### config.mk
export PLATFORM = sky130hd
export DESIGN_NAME = imem_loader
export DESIGN_NICKNAME = d
export VERILOG_FILES = /design/src/rtl/imem_pkg.sv /design/src/rtl/imem_loader.sv
export SDC_FILE = /design/constraint.sdc
export NUM_CORES = 1
export LEC_CHECK = 0
export ABC_AREA = 1
export ABC_CLOCK_PERIOD_IN_PS = 2200
export CORE_ASPECT_RATIO = 0.9
export CORE_MARGIN = 3
export CORE_UTILIZATION = 48
export CTS_CLUSTER_SIZE = 14
export DETAILED_ROUTE_END_ITERATION = 7
export GPL_TIMING_DRIVEN = 1
export PLACE_DENSITY = 0.82
export SYNTH_ARGS = -nofsm -noshare
export SYNTH_HDL_FRONTEND = slang
export SYNTH_SLANG_ARGS = --single-unit
### constraint.sdc
create_clock -name clk -period 2.2 [get_ports clk]
set_input_delay 0.44 -clock clk [delete_from_list [all_inputs] [get_ports clk]]
set_output_delay 0.44 -clock clk [all_outputs]
set_load 0.02 [all_outputs]
### src/rtl/imem_pkg.sv
// Shared types and sizes for the instruction-memory loader.
package imem_pkg;

  localparam int WORD_SIZE_POW = 2;
  localparam int WORD_SIZE     = 4;
  localparam int ADDR_WIDTH    = 64;
  localparam int DATA_WIDTH    = 32;

  typedef logic [WORD_SIZE-1:0][7:0] imem_word_t;

  typedef enum logic [1:0] {
    IDLE = 2'd0,
    LOAD = 2'd1,
    DONE = 2'd2,
    ERR  = 2'd3
  } imem_loader_state_e;

  // Places one byte into the given lane of a partially assembled word.
  function automatic imem_word_t put_lane(input imem_word_t word, input logic [1:0] lane,
                                          input logic [7:0] data);
    imem_word_t result;
    result       = word;
    result[lane] = data;
    return result;
  endfunction

endpackage

### src/rtl/imem_loader.sv
// Packs a little-endian byte stream into 32-bit words and writes them to instruction memory.
// Optional running word checksum is enabled by defining IMEM_LOADER_CHECKSUM_EN.
module imem_loader
  import imem_pkg::*;
#(
  parameter int MEM_DEPTH_POW = 10
) (
  input  logic                     clk,
  input  logic                     rst,
  input  logic                     start_i,
  input  logic                     byte_valid_i,
  input  logic [7:0]               byte_data_i,
  input  logic                     byte_last_i,
  output logic                     byte_ready_o,
  output logic                     wr_en_o,
  output logic [ADDR_WIDTH-1:0]    wr_addr_o,
  output logic [DATA_WIDTH-1:0]    wr_data_o,
  output logic                     busy_o,
  output logic                     done_o,
  output logic                     err_o,
  output logic [MEM_DEPTH_POW:0]   word_count_o,
  output logic [DATA_WIDTH-1:0]    checksum_o
);

  localparam int CW = MEM_DEPTH_POW + 1;
  localparam logic [CW-1:0] CAPACITY = {1'b1, {MEM_DEPTH_POW{1'b0}}};

  imem_loader_state_e    state_r;
  logic [1:0]            byte_idx_r;
  logic [CW-1:0]         word_idx_r;
  imem_word_t            asm_r;
  logic                  wr_en_r;
  logic [ADDR_WIDTH-1:0] wr_addr_r;
  logic [DATA_WIDTH-1:0] wr_data_r;

  logic       accept_s;
  logic       full_s;
  logic       complete_s;
  imem_word_t word_s;

  assign accept_s   = (state_r == LOAD) && byte_valid_i;
  assign full_s     = (word_idx_r == CAPACITY);
  assign complete_s = byte_last_i || (byte_idx_r == 2'd3);
  // Lanes above the current one are still zero because asm_r clears after every word.
  assign word_s     = put_lane(asm_r, byte_idx_r, byte_data_i);

  // Load FSM, byte packing and the registered memory write port.
  always_ff @(posedge clk) begin
    if (rst) begin
      state_r    <= IDLE;
      byte_idx_r <= 2'd0;
      word_idx_r <= '0;
      asm_r      <= '0;
      wr_en_r    <= 1'b0;
      wr_addr_r  <= '0;
      wr_data_r  <= '0;
    end else begin
      wr_en_r <= 1'b0;
      case (state_r)
        LOAD: begin
          if (accept_s) begin
            if (full_s) begin
              state_r <= ERR;
            end else begin
              byte_idx_r <= byte_idx_r + 2'd1;
              if (complete_s) begin
                wr_en_r    <= 1'b1;
                wr_addr_r  <= {{(ADDR_WIDTH-CW-WORD_SIZE_POW){1'b0}}, word_idx_r, 2'b00};
                wr_data_r  <= word_s;
                word_idx_r <= word_idx_r + CW'(1);
                asm_r      <= '0;
                if (byte_last_i) begin
                  state_r <= DONE;
                end else begin
                  state_r <= LOAD;
                end
              end else begin
                asm_r <= word_s;
              end
            end
          end else begin
            state_r <= LOAD;
          end
        end
        IDLE, DONE, ERR: begin
          if (start_i) begin
            state_r    <= LOAD;
            byte_idx_r <= 2'd0;
            word_idx_r <= '0;
            asm_r      <= '0;
          end else begin
            state_r <= state_r;
          end
        end
        default: state_r <= IDLE;
      endcase
    end
  end

`ifdef IMEM_LOADER_CHECKSUM_EN
  logic [DATA_WIDTH-1:0] checksum_r;

  // Wrap-around sum of every word written during the current load.
  always_ff @(posedge clk) begin
    if (rst) begin
      checksum_r <= 32'd0;
    end else if ((state_r != LOAD) && start_i) begin
      checksum_r <= 32'd0;
    end else if (accept_s && !full_s && complete_s) begin
      checksum_r <= checksum_r + word_s;
    end else begin
      checksum_r <= checksum_r;
    end
  end

  assign checksum_o = checksum_r;
`else
  assign checksum_o = 32'd0;
`endif

  assign byte_ready_o = (state_r == LOAD);
  assign busy_o       = (state_r == LOAD);
  assign done_o       = (state_r == DONE);
  assign err_o        = (state_r == ERR);
  assign wr_en_o      = wr_en_r;
  assign wr_addr_o    = wr_addr_r;
  assign wr_data_o    = wr_data_r;
  assign word_count_o = word_idx_r;

endmodule

# Word-level counts from Yosys, hierarchy flattened
# Index checks and enable logic that the tools add are counted.
# totals
in_bits,13
out_inout_bits,144
ff_bits,91
word_cells,61
# op_classes
addsub,2
n_mux,24
reduce_logical,10
n_bitwise,3
order_cmp,2
eq_ne,10
# op_table
cell,n
2-to-1 mux 32 bit,4
one-hot mux 32 bit (2 select lines),1
2-to-1 mux 11 bit,4
bitwise mux 32 bit,1
one-hot mux 11 bit (2 select lines),1
demux 8 bit (select 2 bit),1
2-to-1 mux 2 bit,8
adder 11 x 1 -> 11 bit (second input constant),1
equality test 11 bit (second input constant),1
2-to-1 mux 8 bit,1
one-hot mux 2 bit (2 select lines),2
AND reduction 4 bit,2
equality test 2 bit (second input constant),3
!= test 2 x 1 -> 1 bit (second input constant),2
!= test 2 bit (second input constant),2
!= test 4 x 2 -> 1 bit (second input constant),1
OR reduction 4 bit,1
< comparator 2 x 3 -> 1 bit (second input constant),1
NOT 1 bit,3
AND reduction 3 bit,1
OR reduction 3 bit,1
adder 2 x 1 -> 2 bit (second input constant),1
equality test 2 x 1 -> 1 bit (second input constant),1
>= comparator 2 x 1 -> 1 bit (second input constant),1
other kinds (5),6

# Logic depth before layout (Yosys ltp)
# Gate-level depths: netlist of run 1.
# logic_depth
ltp_word,9
depth_mapped,11
mapped_depth_nobuf,10

# Worst setup path before layout of run 1
# Ideal clock, no wire load.
# synth_path
path_kind,register to output
start,reg state_r[0]
end,out byte_ready_o
t_arrival_ns,1.253
path_stages_with_launch,5
path_slack_ns,0.507
t_required_ns,1.760
n_path_buf,2
path_cell_list,dfxtp_1 > nand2_4 > inv_4 > clkbuf_1 > buf_4
# synth_via
elab_chain_cells,1
# synth_rtl
item,line_no,text
from (decl),imem_loader.sv:28,imem_loader_state_e state_r;
from (signal assigned),imem_loader.sv:92,state_r <= state_r;
equality test 2 x 1 -> 1 bit,n/a,
to (decl),imem_loader.sv:14,"output logic byte_ready_o,"
# No other way between the ends.

# Worst setup path in the final report of run 1
# layout_path
start,reg state_r[0]
end,out byte_ready_o
# layout_via
elab_chain_cells,1
# layout_rtl
item,line_no,text
equality test 2 x 1 -> 1 bit,imem_loader.sv:121,assign byte_ready_o = (state_r == LOAD);
# No other way between the ends.

==> impl_metrics.json, run 1 <==
{
  "antenna_found_initial": 0,
  "fp.dieH_um": 104,
  "postCtsSetupRepairBufs": 0,
  "synth_cell_types": 27,
  "final_core_util_pct": 57.3,
  "hold_viol": 0,
  "rsz0062_at_grt": "false",
  "cp.required_ns": 1.76,
  "wl_mm": 11.9,
  "tightestPinTransition_ns": 0.541,
  "root_buffer": "clkbuf_16",
  "holdBufCountCts": 0,
  "grt_pass1_vias": 3929,
  "ios": 157,
  "grt_max_degree": 35,
  "yosysWarningCount": 0,
  "p_leak_nw": 2.49,
  "cp-start-kind": "flop",
  "drc": 0,
  "grt_usage_pct": 19.5,
  "first_iter_violations": 294,
  "syn_area_um2": 5140,
  "synth_edf_count": 0,
  "power_frac_seq_pct": 40.6,
  "power_density_nw_per_um2": 748,
  "ir_worst_vdd_uv": 455,
  "routedWlPerCell_um": 12.9,
  "period_minus_slack_ns": 2.13,
  "num_rows": 35,
  "critical_path_peak_fanout": 9,
  "whs_ns": 0.460,
  "clkPwrFrac_pct": 35.9,
  "postSynthAreaPerCell_um2": 6.96,
  "synth_ff_type": "dfxtp_1",
  "dp_hpwl_mm": 8.29,
  "syn_inst": 738,
  "comb_power_share_pct": 23.5,
  "drtAntennaViolNets": 0,
  "outcome": "finished clean",
  "p_switching_mw": 1.45,
  "syn2layout_area_growth_pct": 15.3,
  "setup_tns_ns": 0,
  "setup_viol": 0,
  "finClkSkew_ns": 0.00589,
  "synth-seq-cells": 91,
  "io_buffer_count": 71,
  "clock.fmax_ghz": 0.469,
  "die-width_um": 115,
  "insertion_delay_ns": 0.34,
  "numCtsBuffers": 9,
  "firstDrtPassIters": 5,
  "cap_violations": 0,
  "grt_pass1_wl_mm": 19.4,
  "grt_overflow": 0,
  "fin_nets": 813,
  "hp-class": "reg -> reg",
  "diodes": 0,
  "clkSlewWorstSetupHoldPaths_ns": 0.07,
  "start_util_pct": 49.7,
  "layout-drive-gt1-share_pct": 6.51,
  "postSynth.asyncResetShare_pct": 0,
  "period_share_pct": 96.9,
  "path_class": "reg -> out",
  "viasPerCell": 4.94,
  "cts_max_path_buffers": 2,
  "ys_seq_area_share_pct": 35.5,
  "switching_share_pct": 32.7,
  "coreArea_um2": 10300,
  "clock_sinks": 91,
  "slew_headroom_pct": 63.9,
  "place_congestion": 0.858,
  "power.internal_mw": 2.98,
  "endpoint_kind": "output pin",
  "cts_resized": 0,
  "dieArea_um2": 12000,
  "drv_slew": 0,
  "htree_levels": 3,
  "cts_tree": "yes",
  "vias": 4582,
  "crit_arrival_ns": 1.69
}
cell usage in the layout (no fill, tap or decap), types with 2 or more instances in the layout:
cell type and count:
clkdlybuf4s50_1 71, conb_1 85, buf_12 4, nand4_1 52, nand3_4 3, inv_2 2, inv_1 57, nand2_4 2
clkinvlp_4 2, nand2_1 191, dfxtp_1 91, nor3_1 5, buf_4 16, inv_6 2, nor2_1 58, clkbuf_16 9
nor2_4 2, ha_1 6, nand2_2 2, a21oi_1 85, nand3_1 10, o21ai_0 34
state kept, by name, summed over array words and instances, names as in the netlist:
register and count:
wr_data_o 32, word_count_o 11, wr_addr_o 11, wr_en_o 1
byte_idx_r 2, state_r 2, asm_r 32
power by group through the flow:
stage,Combinational [mW],Sequential (mW),Clock (mW)
final,1.04,1.80,1.59
after detailed placement,1.02,1.83,0
after global placement,1.00,1.83,0
after global routing,1.17,1.81,1.68
after CTS,1.03,1.80,1.62
after floorplan,0.887,1.85,0
logic make-up (layout without fill, tap and decap cells):
kind of cell | count (synthesis) | in the layout | share of synthesized area [%]
compound gates | 119 | 119 | 11.6
fa+ha+maj | 6 | 6 | 1.46
buf+inv | 191 | 168 | 22.3
flops | 91 | 91 | 35.5
other cells | 1 | 85 | 0.0730
simple gates | 330 | 330 | 29.2
routing by layer:
| layer | global-route usage, % | vias up | share of wire, % |
|---|---|---|---|
| met3 | 4.71 | 15 | 7.8 |
| met5 | 0 | - | 0 |
| met1 | 28.6 | 2060 | 46 |
| li1 | - | 2318 | - |
| met4 | 5.11 | 0 | 1.2 |
| met2 | 28.5 | 189 | 45 |
synthesized netlist by cell type, drive strengths merged, types with 6 or more instances:
cell	instances	share of area, %
nand4	52	6.3
nand2	195	15
dfxtp	91	35
ha	6	1.5
a21oi	85	8.3
buf	113	17
nor3	6	0.68
clkbuf	17	1.2
inv	60	4.4
nand3	14	2.2
o21ai	34	3.3
nor2	62	5.2
critical path: stages (launching register included):
cell and delay (ns):
dfxtp_1 0.42, nand2_4 0.13, inv_4 0.16, clkdlybuf4s50_1 0.63
final cells by class:
type,instances,area [um^2]
Fill cell,961,4410
Multi-Input combinational cell,540,2490
Sequential cell,91,1820
Timing Repair Buffer,91,911
Clock buffer,10,239
Inverter,61,231
Tap cell,129,161
Clock inverter,6,71.3
final timing paths:
path | endpoint | from | slack (ns) | cells past startpoint
setup / recovery | byte_ready_o | state_r[0] | 0.07 | 3
hold / removal | wr_data_o[6] | wr_data_o[6] | 0.46 | 2
setup reg to reg | word_count_o[1] | state_r[0] | 0.42 | 10
hold reg to reg | wr_data_o[6] | wr_data_o[6] | 0.46 | 2
metrics by stage:
step                power (mW)  setup WS (ns)  instance area (um^2)  instances
CTS                       4.44         0.0628                  5920        928
floorplan                 2.74          0.507                  5450        822
global route              4.65        0.00124                  5920        928
finish                    4.43         0.0686                  5920        928
global placement          2.83          0.298                  5610        912
detailed placement        2.85          0.278                  5610        912
No activity file was read; power rests on OpenSTA's default activity.
==> run 2: changes to the inputs <==
==> constraint.sdc (replaced) <==
create_clock -name clk -period 2.2 [get_ports clk]
set_input_delay 0.44 -clock clk [delete_from_list [all_inputs] [get_ports clk]]
set_output_delay 0.44 -clock clk [all_outputs]
set_load 0.01 [all_outputs]
==> run 2 against run 1 <==
Against the previous run:
- critical path depth did not move
- sequential cell count did not move
- power fell by 0.11%
- clock power rose by 6%
- highest routed layer unchanged
==> impl_metrics.json, run 2 (synthesis gave the netlist of run 1 again) <==
{
  "cp-startpoint": "state_r[0]",
  "power_density_nw_per_um2": 749,
  "setup_tns_ns": 0,
  "path_class": "reg -> out",
  "rr_worst_depth": 8,
  "worstPathCellList": "nand2_4 -> inv_4 -> clkdlybuf4s50_1",
  "num-fill-cells": 966,
  "holdBufCountCts": 0,
  "endpoint_kind": "output pin",
  "diodes": 0,
  "cp.required_ns": 1.76,
  "drv_slew": 0,
  "ff_latch_area_um2": 1820,
  "cp-start-kind": "flop",
  "hold_viol": 0,
  "fin_nets": 807,
  "grt_pass1_vias": 3903,
  "finClkSkew_ns": 0.00427,
  "fp.dieH_um": 104,
  "clkSlewWorstSetupHoldPaths_ns": 0.06,
  "tightestPinTransition_ns": 0.539,
  "insertion_delay_ns": 0.35,
  "whs_ns": 0.458,
  "cts_max_path_buffers": 2,
  "dieArea_um2": 12000,
  "clock_sinks": 91,
  "switching_share_pct": 30.8,
  "place_congestion": 0.828,
  "setup_viol": 0,
  "clock.fmax_ghz": 0.484,
  "mostFrequentLayoutCell": "nand2_1",
  "vias": 4537,
  "ios": 157,
  "die-width_um": 115,
  "drc": 0,
  "p_leak_nw": 2.47,
  "power_frac_seq_pct": 40.8,
  "clkPwrFrac_pct": 38.1,
  "critical_path_peak_fanout": 9,
  "first_iter_violations": 359,
  "power.internal_mw": 3.06,
  "antenna_found_initial": 0,
  "outcome": "finished clean",
  "grt_overflow": 0,
  "period_share_pct": 93.9,
  "layout-drive-gt1-share_pct": 5.80,
  "crit_path_end": "busy_o",
  "period_minus_slack_ns": 2.07,
  "numCtsBuffers": 9,
  "ff2ff_setup_slack_ns": 0.44,
  "r2r_start": "word_count_o[10]",
  "root_buffer": "clkbuf_16",
  "layout_common_cells": "nand2_1 (191), dfxtp_1 (91), a21oi_1 (85), conb_1 (85), clkdlybuf4s50_1 (71)",
  "stdcell_count": 922,
  "cts_tree": "yes",
  "rsz0062_at_grt": "false",
  "grt_usage_pct": 19.1,
  "coreArea_um2": 10300,
  "p_switching_mw": 1.37,
  "start_util_pct": 49.7,
  "wl_mm": 12.0,
  "firstDrtPassIters": 5,
  "crit_arrival_ns": 1.63,
  "syn2layout_area_growth_pct": 15.0,
  "num_rows": 35,
  "rr_endpoint": "asm_r[22]",
  "grt_pass1_wl_mm": 18.9,
  "ir_worst_vdd_uv": 500,
  "drtAntennaViolNets": 0,
  "grt_max_degree": 49,
  "viasPerCell": 4.92,
  "postCtsSetupRepairBufs": 0,
  "io_buffer_count": 71,
  "routedWlPerCell_um": 13.0,
  "dp.cells": 906,
  "cap_violations": 0,
  "slew_headroom_pct": 64.0,
  "multi_input_area_um2": 2490,
  "htree_levels": 3,
  "comb_power_share_pct": 21.2,
  "cts_resized": 0,
  "slowest_delay_ns": 0.57,
  "hp-class": "reg -> reg",
  "cp_slowest_cell": "clkdlybuf4s50_1",
  "dp_hpwl_mm": 8.30
}
## run 2: power by group through the flow
stage | Clock, mW | Sequential (mW) | Combinational [mW]
CTS | 1.70 | 1.80 | 0.927
finish | 1.68 | 1.81 | 0.937
detailed placement | 0 | 1.84 | 0.920
floorplan | 0 | 1.84 | 0.816
global placement | 0 | 1.84 | 0.899
global route | 1.77 | 1.81 | 1.05
## run 2: worst min path at each step
stage | from | to | slack (ns) | depth (start not counted)
floorplan | wr_addr_o[2] | wr_addr_o[2] | 0.47 | 2
global placement | wr_addr_o[11] | wr_addr_o[11] | 0.45 | 2
detailed placement | wr_data_o[12] | wr_data_o[12] | 0.45 | 2
CTS | wr_data_o[2] | wr_data_o[2] | 0.46 | 2
global route | wr_data_o[2] | wr_data_o[2] | 0.49 | 2
finish | wr_data_o[2] | wr_data_o[2] | 0.46 | 2
## run 2: final cells by class
class,instances,share of cell area [%]
Inverter,61,3.92
Clock inverter,7,1.72
Timing Repair Buffer,85,14.9
Multi-Input combinational cell,540,42.1
Tap cell,129,2.73
Clock buffer,9,3.81
Sequential cell,91,30.8
## run 2: worst max-delay path: cells and delay by family, from the launching register on
kind,cells,cell delay (ns)
buf+inv,2,0.73
simple gates,1,0.13
flops,1,0.42
## run 2: per-stage QoR
| stage | total power, mW | utilization (%) | area, um^2 | setup WS [ns] |
|---|---|---|---|---|
| 6_report | 4.43 | 57.2 | 5910 | 0.133 |
| 5_1_grt | 4.63 | 57.2 | 5910 | 0.0762 |
| 4_1_cts | 4.43 | 57.2 | 5910 | 0.123 |
| 3_5_place_dp | 2.76 | 54.0 | 5580 | 0.271 |
| 3_3_place_gp | 2.74 | 54.0 | 5580 | 0.316 |
| 2_1_floorplan | 2.65 | - | 5450 | 0.626 |
## run 2: metal layers
| layer | global-route usage (%) | vias to the layer above | routed length, um |
|---|---|---|---|
| li1 | - | 2307 | - |
| met1 | 27.0 | 2032 | 5360 |
| met2 | 29.0 | 185 | 5440 |
| met3 | 5.70 | 13 | 1030 |
| met4 | 3.69 | 0 | 134 |
| met5 | 0 | - | 0 |
==> run 3: changes to the inputs <==
--- a/config.mk
+++ b/config.mk
@@ -13,7 +13,7 @@
 export CTS_CLUSTER_SIZE = 14
 export DETAILED_ROUTE_END_ITERATION = 7
 export GPL_TIMING_DRIVEN = 1
-export PLACE_DENSITY = 0.82
+export PLACE_DENSITY = 0.85
 export SYNTH_ARGS = -nofsm -noshare
 export SYNTH_HDL_FRONTEND = slang
 export SYNTH_SLANG_ARGS = --single-unit
==> run 3 against run 2 <==
Against the previous run:
- power decreased by 5.3%
- critical path type unchanged
- largest power group unchanged
- via count grew 2.1%
- clock power down 14%
==> impl_metrics.json, run 3 (synthesis gave the netlist of run 1 again) <==
{
  "slew_headroom_pct": 60.0,
  "setup_slack_ns": 0.100,
  "dieArea_um2": 12000,
  "io_buffer_count": 71,
  "setup_tns_ns": 0,
  "fp.dieH_um": 104,
  "wl_met2_mm": 5.31,
  "clock.fmax_ghz": 0.476,
  "cp_slowest_cell": "clkdlybuf4s50_1",
  "crit_arrival_ns": 1.66,
  "hp-class": "reg -> reg",
  "crit_family": "buffers and inverters",
  "switching_share_pct": 31.5,
  "r2r_start": "state_r[0]",
  "path_class": "reg -> out",
  "ir_worst_vdd_uv": 523,
  "drc": 0,
  "num_rows": 35,
  "cts_resized": 0,
  "insertion_delay_ns": 0.34,
  "cp-start-kind": "flop",
  "numCtsBuffers": 9,
  "postCtsSetupRepairBufs": 0,
  "comb_power_share_pct": 22.4,
  "cap_violations": 0,
  "grt_overflow": 0,
  "routedWlPerCell_um": 13.1,
  "routed.top_layer": "met4",
  "coreArea_um2": 10300,
  "grt_pass1_wl_mm": 19.5,
  "dp_hpwl_mm": 8.18,
  "slowest_delay_ns": 0.58,
  "vias": 4634,
  "root_buffer": "clkbuf_16",
  "ff2ff_setup_slack_ns": 0.37,
  "clkSlewWorstSetupHoldPaths_ns": 0.06,
  "crit_cells": 3,
  "power_frac_seq_pct": 43.0,
  "tightestPinTransition_ns": 0.597,
  "fin_nets": 808,
  "rr_endpoint": "word_count_o[10]",
  "period_minus_slack_ns": 2.10,
  "start_util_pct": 49.7,
  "first_iter_violations": 366,
  "rsz0062_at_grt": "false",
  "hold_viol": 0,
  "crit_path_end": "byte_ready_o",
  "die-width_um": 115,
  "holdBufCountCts": 0,
  "worstPathCellList": "nand2_4 -> inv_4 -> clkdlybuf4s50_1",
  "rr_worst_depth": 10,
  "syn2layout_area_growth_pct": 14.0,
  "wl_mm": 12.1,
  "place_congestion": 0.848,
  "setup_viol": 0,
  "grt_pass1_vias": 3898,
  "finClkSkew_ns": 0.00422,
  "p_switching_mw": 1.32,
  "final_core_util_pct": 56.7,
  "outcome": "finished clean",
  "cp-startpoint": "state_r[0]",
  "period_share_pct": 95.4,
  "endpoint_kind": "output pin",
  "drv_slew": 0,
  "critical_path_peak_fanout": 12,
  "power.internal_mw": 2.87,
  "drtAntennaViolNets": 0,
  "grt_usage_pct": 19.8,
  "cp.required_ns": 1.76,
  "layout_common_cells": "nand2_1 (191), dfxtp_1 (91), a21oi_1 (85), conb_1 (85), clkdlybuf4s50_1 (71)",
  "htree_levels": 3,
  "ios": 157,
  "place_ws_ns": 0.191,
  "cts_max_path_buffers": 2,
  "grt_max_degree": 67,
  "p_leak_nw": 2.45,
  "crit_buf_inv": 2,
  "cts_tree": "yes",
  "route.met3.wl_mm": 1.16,
  "clkPwrFrac_pct": 34.7,
  "clock_sinks": 91,
  "layout-drive-gt1-share_pct": 5.79,
  "firstDrtPassIters": 6,
  "mostFrequentLayoutCell": "nand2_1",
  "antenna_found_initial": 0,
  "met1Wirelength_mm": 5.38,
  "diodes": 0,
  "power_density_nw_per_um2": 716,
  "viasPerCell": 5.02
}
run 3: cell count changes in the layout (fill, tap and decap cells not counted), sizes merged:
| cell | previous run | this run |
|---|---|---|
| buf | 14 | 15 |
| inv | 61 | 60 |
| clkinv | 4 | 3 |
| bufinv | 2 | 0 |
| clkinvlp | 1 | 2 |
| clkbuf | 9 | 12 |
run 3: layer usage:
metal  vias up  track usage, %
li1       2312               -
met1      2070            29.2
met2       230            27.5
met3        22            4.83
met4         0            7.63
met5         -               0
run 3: power by group through the flow:
stage	Clock (mW)	Combinational [mW]	Sequential, mW
floorplan	0	0.816	1.84
global placement	0	0.898	1.84
detailed placement	0	0.912	1.84
CTS	1.47	0.921	1.80
global route	1.55	1.06	1.81
finish	1.45	0.937	1.80
run 3: stage by stage:
stage / hold WS [ns] / instance area (um^2) / cells / power, mW
3_3_place_gp: 0.434 / 5580 / 907 / 2.73
5_1_grt: 0.475 / 5860 / 923 / 4.42
2_1_floorplan: 0.465 / 5450 / 822 / 2.65
4_1_cts: 0.447 / 5860 / 923 / 4.19
3_5_place_dp: 0.438 / 5580 / 907 / 2.75
6_report: 0.450 / 5860 / 923 / 4.19
run 3: layout make-up:
type	instances	area (um^2)
clock inverter	4	25.0
clock buffer	12	256
fill	947	4480
multi-input combinational	540	2490
timing repair buffer	86	873
tap	129	161
sequential	91	1820
inverter	61	231
run 3: worst min path at each step:
stage | depth (start not counted) | slack, ns | from | end
2_1_floorplan | 2 | 0.47 | wr_addr_o[2] | wr_addr_o[2]
3_3_place_gp | 2 | 0.43 | wr_addr_o[2] | wr_addr_o[2]
3_5_place_dp | 2 | 0.44 | wr_addr_o[2] | wr_addr_o[2]
4_1_cts | 2 | 0.45 | wr_addr_o[2] | wr_addr_o[2]
5_1_grt | 2 | 0.48 | wr_addr_o[12] | wr_addr_o[12]
6_report | 2 | 0.45 | wr_addr_o[2] | wr_addr_o[2]
run 3: worst reg2reg max path, stage by stage, from the launching register on:
cell and delay, ns:
dfxtp_1 0.41, nand2_4 0.13, inv_4 0.20, buf_4 0.27
nand2_1 0.11, nand2_1 0.10, inv_2 0.11, nand3_4 0.17
nand2_1 0.08, nand2_1 0.07, nor2_1 0.06
